==> config.mk <==
export PLATFORM = sky130hd
export DESIGN_NAME = bit_population_generator
export DESIGN_NICKNAME = d
export VERILOG_FILES = /design/src/rtl/bit_population_generator.sv
export SDC_FILE = /design/constraint.sdc
export NUM_CORES = 1
export LEC_CHECK = 0
export BUFFER_PORTS_ARGS = -buffer_cell sky130_fd_sc_hd__buf_2
export CAP_MARGIN = 20
export CELL_PAD_IN_SITES_DETAIL_PLACEMENT = 1
export CELL_PAD_IN_SITES_GLOBAL_PLACEMENT = 1
export CORE_MARGIN = 10
export CORE_UTILIZATION = 30
export CTS_BUF_LIST = sky130_fd_sc_hd__clkbuf_4 sky130_fd_sc_hd__clkbuf_8
export DETAILED_ROUTE_END_ITERATION = 8
export PLACE_DENSITY_LB_ADDON = 0.1
export SETUP_SLACK_MARGIN = 0.02
export SLEW_MARGIN = 20
export SYNTH_ARGS = -nofsm -noshare
export SYNTH_HDL_FRONTEND = slang
export SYNTH_SLANG_ARGS = --single-unit
export TNS_END_PERCENT = 50
==> constraint.sdc <==
create_clock -name clk_i -period 6.88 [get_ports clk_i]
set_input_delay 1.376 -clock clk_i [delete_from_list [all_inputs] [get_ports clk_i]]
set_output_delay 1.376 -clock clk_i [all_outputs]
set_load 0.05 [all_outputs]
==> src/rtl/bit_population_generator.sv <==
`default_nettype none
// ============================================================================
// Module   : bit_population_generator
// Function : Emits a WIDTH-bit word with exactly N set bits at LFSR-chosen
//            positions, one bit placed per clock. Optional build macro:
//            BIT_POP_GEN_COMPLEMENT_EN (clear bits from all-ones when N > WIDTH/2)
// Revision : 1.0 - initial release
// ============================================================================
module bit_population_generator #(
    parameter int          WIDTH = 24,
    parameter logic [15:0] SEED  = 16'hACE1
) (
    input  logic                   clk_i,
    input  logic                   rst_ni,
    input  logic [$clog2(WIDTH):0] data_i,
    input  logic                   data_val_i,
    output logic                   ready_o,
    output logic [WIDTH-1:0]       data_o,
    output logic                   data_val_o
);

    localparam int              c_k     = $clog2(WIDTH);
    localparam int              c_iw    = c_k + 1;
    localparam logic [15:0]     c_taps  = 16'hB400;
    localparam logic [c_iw-1:0] c_width = c_iw'(WIDTH);
`ifdef BIT_POP_GEN_COMPLEMENT_EN
    localparam logic [c_iw-1:0] c_half  = c_iw'(WIDTH / 2);
`endif

    typedef enum logic [0:0] {
        S_IDLE  = 1'b0,
        S_PLACE = 1'b1
    } state_t;

    state_t            state_q, state_d;
    logic [WIDTH-1:0]  word_q, word_d;
    logic [c_iw-1:0]   rem_q, rem_d;
    logic [15:0]       lfsr_q, lfsr_d;
    logic [WIDTH-1:0]  data_q, data_d;
    logic              data_val_q, data_val_d;
    logic              ready_q, ready_d;
    logic              target_q, target_d;

    logic [c_iw-1:0]   w_n_clamp;
    logic [c_iw-1:0]   w_pos;
    logic [c_k-1:0]    w_sel;

    assign w_n_clamp = (data_i > c_width) ? c_width : data_i;

    // Folding out-of-range LFSR samples back into the word keeps every index reachable.
    always_comb begin
        w_pos = {1'b0, lfsr_q[c_k-1:0]};
        if (w_pos >= c_width) begin
            w_pos = w_pos - c_width;
        end
    end

    // Circular search upward from w_pos for the first bit not yet at the target value.
    always_comb begin
        logic            found;
        logic [c_iw-1:0] idx;
        found = 1'b0;
        idx   = '0;
        w_sel = '0;
        for (int i = 0; i < WIDTH; i++) begin
            idx = w_pos + c_iw'(i);
            if (idx >= c_width) begin
                idx = idx - c_width;
            end
            if (!found && (word_q[idx[c_k-1:0]] != target_q)) begin
                found = 1'b1;
                w_sel = idx[c_k-1:0];
            end
        end
    end

    always_comb begin
        lfsr_d     = {1'b0, lfsr_q[15:1]} ^ (lfsr_q[0] ? c_taps : 16'h0000);
        state_d    = state_q;
        word_d     = word_q;
        rem_d      = rem_q;
        data_d     = data_q;
        data_val_d = 1'b0;
        ready_d    = ready_q;
        target_d   = target_q;
        case (state_q)
            S_IDLE: begin
                ready_d = 1'b1;
                if (data_val_i) begin
                    ready_d  = 1'b0;
                    state_d  = S_PLACE;
                    word_d   = '0;
                    rem_d    = w_n_clamp;
                    target_d = 1'b1;
`ifdef BIT_POP_GEN_COMPLEMENT_EN
                    if (w_n_clamp > c_half) begin
                        word_d   = '1;
                        rem_d    = c_width - w_n_clamp;
                        target_d = 1'b0;
                    end
`endif
                end
            end
            S_PLACE: begin
                if (rem_q != '0) begin
                    word_d[w_sel] = target_q;
                    rem_d         = rem_q - 1'b1;
                end else begin
                    data_d     = word_q;
                    data_val_d = 1'b1;
                    ready_d    = 1'b1;
                    state_d    = S_IDLE;
                end
            end
            default: begin
                state_d = S_IDLE;
                ready_d = 1'b1;
            end
        endcase
    end

    always_ff @(posedge clk_i or negedge rst_ni) begin
        if (!rst_ni) begin
            state_q    <= S_IDLE;
            word_q     <= '0;
            rem_q      <= '0;
            lfsr_q     <= SEED;
            data_q     <= '0;
            data_val_q <= 1'b0;
            ready_q    <= 1'b1;
            target_q   <= 1'b1;
        end else begin
            state_q    <= state_d;
            word_q     <= word_d;
            rem_q      <= rem_d;
            lfsr_q     <= lfsr_d;
            data_q     <= data_d;
            data_val_q <= data_val_d;
            ready_q    <= ready_d;
            target_q   <= target_d;
        end
    end

    assign ready_o    = ready_q;
    assign data_o     = data_q;
    assign data_val_o = data_val_q;

endmodule
`default_nettype wire

# Yosys cells after proc, flatten, opt, wreduce, memory -nomap -nowiden
# Cells that the tools add are included.
# W data, S select, Z words.
# classes
n_eq_ne	3
n_lt_le_gt_ge	52
n_reduce_logical	49
n_addsub	49
n_bitwise	27
muxes	138
# op_table
cell	count
$mux W5	48
$lt A5 B6 Y1 const B	25
$ge A6 B5 Y1 const B	24
$bmux W1 S5	24
$sub A5 B5 Y5 const B	24
$mux W1	54
$add A6 B4 Y6 const B	8
$add A6 B5 Y6 const B	8
$mux W24	2
$pmux W24 S2	1
$not A1 Y1	25
$add A6 B3 Y6 const B	4
$logic_and A1 B1 Y1	24
$mux W6	4
$or A24 B24 Y24	1
$logic_not A1 Y1	22
$mux W16	1
$xor A15 B16 Y16	1
$add A6 B2 Y6 const B	2
$pmux W6 S2	1
$add A6 B1 Y6 const B	1
$gt A6 B5 Y1 const B	1
$reduce_bool A6 Y1	1
$sub A5 B5 Y6 const B	1
8 further kinds	11
# totals
input_bits	9
word_cells	325
output_inout_bits	26
ff_bits	73

# Longest topological paths before layout
# depth
word_depth	83
ltp_mapped	27
ltp_nobuf	21

# Least setup slack after synthesis
# Ideal clock, no wire load.
# synth_timing
path_kind	register to register
startpoint	register lfsr_q[2]
endpoint	register word_q[21]
setup_ns	0.104
path_slack_ns	1.332
arrival_time_ns	5.444
stages_incl_launch_ff	24
synth_period_minus_slack_ns	5.548
required_time_ns	6.776
path_buffers	6
path_cell_list	dfrtp_1 buf_6 buf_2 clkbuf_1 inv_1 ha_1 clkbuf_1 xnor2_1 ha_1 and3b_1 nor2_1 o22ai_1 nor3_1 or3b_2 a21oi_1 nand3_1 or4_4 o2bb2ai_1 nand2_1 and3_1 buf_2 or2_1 clkbuf_1 o41ai_2
# synth_via
elab_chain_cells	83
elab_cells_between_ends	269
cone_classes	add/sub (48); order compare (27); mux (124); bitwise (24); reduce/logical (46)
# synth_lines
element	line_no	source
start, declared	38	logic [15:0] lfsr_q, lfsr_d;
start signal, assigned	136	lfsr_q <= lfsr_d;
$sub A5 B5 Y6 or $ge A5 B5 Y1 (tied branches)	54, 53	
$mux W6 *	53	if (w_pos >= c_width) begin
$add A6 B1 Y6	66	idx = w_pos + c_iw'(i);
$sub A5 B5 Y5 or $ge A6 B5 Y1 (tied branches)	68, 67	
$mux W5	67	if (idx >= c_width) begin
$bmux W1 S5	70	if (!found && (word_q[idx[c_k-1:0]] != target_q)) begin
$mux W1 (implied by the code)	70	
$not A1 Y1	70	
[67 not listed]	-	
$mux W5 *	70	
$lt A5 B6 Y1 (implied by the code) or $ge A5 B1 Y1 (tied branches)	106	word_d[w_sel] = target_q;
$logic_and A1 B1 Y1 (implied by the code)	106	
$mux W1 (implied by the code)	106	
$demux W1 S5 *	106	
$or A24 B24 Y24 (no source line) *	-	
$mux W24 *	105	if (rem_q != '0) begin
$pmux W24 S2 *	86	case (state_q)
end signal, assigned	134	word_q <= word_d;
end, declared	36	logic [WIDTH-1:0] word_q, word_d;
# Mark *: on every way between the ends. The rest lies on a longest branch, timed or not. The select of a mux whose other input is x is not followed.
# A chain may end at the register's enable or synchronous reset.

# Worst setup path after layout
# layout_timing
startpoint	register lfsr_q[4]
endpoint	register word_q[3]
# Same word-level chain as after synthesis.

==> flow_summary_export.csv <==
group,metric,value,unit
clock_tree,cts_tree,"done",
setup_path,end_kind,"flip-flop",
sta,fin_skew,26.7,ps
drt,drtIter0Drc,517,
die,pin_count,35,
place,gp_routability_congestion,0.917,
sta,worst_pin_slew,1030,ps
clock_tree,clockBufferDepth,2,
grt,grt_usage,21.5,%
yosys,synth.distinct_cells,91,
yosys,ys_ff_latch,73,
clock_tree,cts_htree_levels,3,
sta,rsz0062_at_grt,"false",
power_and_ir_drop,vdd_ir_drop_max,0.000234,V
run_status,status,"complete, no violations",
yosys,yosysTopAreaCell,"dfrtp_1",
sta,fin_tns_setup,0,ps
place,place_hpwl,30800,um
power_and_ir_drop,powerDensity,322,nW/um^2
drt,routed_wl,39900,um
die,initial_core_util,30.2,%
sta,timing.final.max_slew_violations,0,
sta,finalHoldViolCount,0,
cells_and_area,syn_to_final_growth,9.50,%
sta,setup-violations-final,0,
drt,drc,0,
die,dieArea,37000,sq um
drt,drt-pass1-iter-count,6,
clock_tree,ctsRootBufferMaster,"clkbuf_8",
yosys,yosys_warnings,0,
yosys,ys.flop_type,"dfrtp_1",
job,drv_cap,0,
grt,overflow,0,
cells_and_area,drive_gt1_share,20.5,%
die,fp.dieW,192,um
setup_path,worstSetupPathType,"flip-flop to flip-flop",
clock_tree,cts_setup_buffers,0,
yosys,synthArstFlopShare,100,%
sta,max-slew-margin-rel,30.7,%
sta,fin_crit,6250,ps
sta,fmax,0.160,GHz
yosys,ys_seq_area_share,20.6,%
grt,grt_pass1_vias,9183,
setup_path,cp.required,7140,ps
cells_and_area,antenna-diode-count,0,
clock_tree,clk_latency,400,ps
die,rows,63,
drt,vias,9059,
drt,ant_nets,0,
setup_path,worstSetupStartpointType,"flip-flop",
grt,grt_pass1_wl,60400,um
setup_path,cp.arrival,6510,ps
worst_hold_path,hold_path.class,"flip-flop to flip-flop",
clock_tree,cts_made_buffers,9,
clock_tree,cts-resized-gates,0,
yosys,synthCells,1060,
drt,post_drt_wl_per_cell,27.2,um
setup_path,path_max_fanout,16,
power_and_ir_drop,p_leak,0.00377,uW
yosys,netlist.area_leader.share,18.0,%
yosys,post_synth.cell_area_avg,8.40,sq um
yosys,netlist_area,8910,sq um
yosys,synth_edf_count,0,
sta,period_share,90.9,%
die,coreArea,29500,sq um
die,chipHeight,192,um
clock_tree,path_clk_slew,90,ps
place,portBuffers,34,
clock_tree,numClockSinks,73,
clock_tree,hold_buffers,0,
yosys,ys_top_cells_by_area,"dfrtp_1 (18%), mux4_2 (7.6%), mux2_2 (7.5%)",
cells_and_area,nets,1108,
drt,viasPerCell,6.17,
grt,grt_max_degree,52,
yosys,syn_nets,1095,
cells_and_area,post-route-util,33.1,%
grt,antenna_found_initial,0,
[cells in the mapped netlist, types with 6 or more instances]
cell / instances
a211oi_1: 11
a21o_1: 13
a21oi_1: 71
a22o_1: 9
a22oi_1: 15
and2_1: 11
and3_1: 12
buf_1: 7
buf_2: 25
buf_4: 7
clkbuf_1: 32
dfrtp_1: 64
dfstp_2: 9
ha_1: 26
inv_1: 26
mux2_2: 59
mux2i_1: 49
mux4_2: 30
nand2_1: 111
nand2b_1: 20
nand3_1: 40
nand4_1: 8
nor2_1: 62
nor2b_1: 16
nor3_1: 26
nor4_1: 12
o211a_1: 6
o211ai_1: 15
o21a_1: 8
o21ai_0: 40
o221ai_1: 6
o22ai_1: 10
o31a_1: 8
o31ai_1: 20
or2_2: 6
or3_1: 12
or4_1: 8
xnor2_1: 16
xor2_1: 8
[area by class of cell]
class                   instances  area [sq um]
flip-flops and latches         73          1840
multi-input cells             886          6620
inverters                      27           101
fillers                      3521         19700
clock inverters                 6          67.6
clock buffers                  10           131
well taps                     390           488
repair buffers                 76           500
[final timing paths]
kind                        endpoint  cells after the start       from  slack (ps)
max reg2reg                word_q[3]                     21  lfsr_q[4]         630
min                        lfsr_q[8]                      0  lfsr_q[9]         350
max in group asynchronous  lfsr_q[1]                      2     rst_ni        5000
min reg2reg                lfsr_q[8]                      0  lfsr_q[9]         350
max                        word_q[3]                     21  lfsr_q[4]         630
min in group asynchronous   rem_q[1]                      1     rst_ni         870
[per-stage QoR]
step | area (sq um) | power [uW] | setup slack, ps | cells | hold slack (ps)
after global placement | 9550 | 2760 | 771 | 1452 | 334
after detailed placement | 9550 | 2770 | 769 | 1452 | 336
after global routing | 9750 | 3340 | 113 | 1468 | 362
after floorplan | 8910 | 2060 | 1330 | 1060 | 331
after CTS | 9750 | 3160 | 701 | 1468 | 358
final | 9750 | 3140 | 627 | 1468 | 353
[critical path, cell delays in order, from the launching register on]
cell	delay [ps]
dfrtp_1	400
inv_1	80
ha_2	300
inv_1	110
buf_4	190
ha_1	400
a21boi_0	340
xnor2_1	200
inv_1	100
ha_1	140
nand3b_1	100
and3_1	220
o21ai_0	490
mux2i_1	340
a21oi_1	550
nand2_1	380
nor4_2	520
a31oi_1	140
and3_1	200
a21oi_1	350
or3b_1	420
o31ai_1	140
[power breakdown]
group | leakage (uW) | internal [uW] | total [uW] | switching [uW]
clock network | 0.0000963 | 173 | 370 | 197
registers | 0.000912 | 576 | 803 | 227
logic | 0.00276 | 670 | 1970 | 1300
[layout by cell type (no fill, tap or decap), types with 24 or more instances in the layout]
cell / n
mux4_2: 30
ha_1: 24
a21oi_1: 71
nor2_1: 62
nand2_1: 110
nand3_1: 40
inv_1: 26
o21ai_0: 40
nor3_1: 26
mux2i_1: 49
mux2_2: 59
buf_2: 33
dfrtp_1: 62
buf_4: 42
[cells by family (layout without fill, tap and decap cells)]
logic type                 after synthesis  in the layout  share of synthesized area (%)
DFF                                     73             73                           20.6
AOI/OAI and AO/OA                      321            321                           25.5
muxes                                  138            138                           20.6
adders and majority gates               26             26                           3.65
buffers and inverters                  101            119                           5.09
xor gates and xnor gates                27             27                           3.10
and+or+nand+nor                        374            374                           21.5
[metal layers]
| layer | up-vias | wire, um | GRT usage (%) |
|---|---|---|---|
| li1 | 4102 | - | - |
| met5 | - | 0 | 0 |
| met2 | 229 | 18900 | 35.7 |
| met1 | 4665 | 18200 | 27.9 |
| met4 | 0 | 1260 | 7.84 |
| met3 | 63 | 1540 | 2.80 |
[state kept, by name, indices dropped and copies added (netlist names)]
name	cells
rem_q	6
data_o	24
state_q	1
data_val_o	1
lfsr_q	16
ready_o	1
word_q	24
Power figures use the tool's default switching activity.
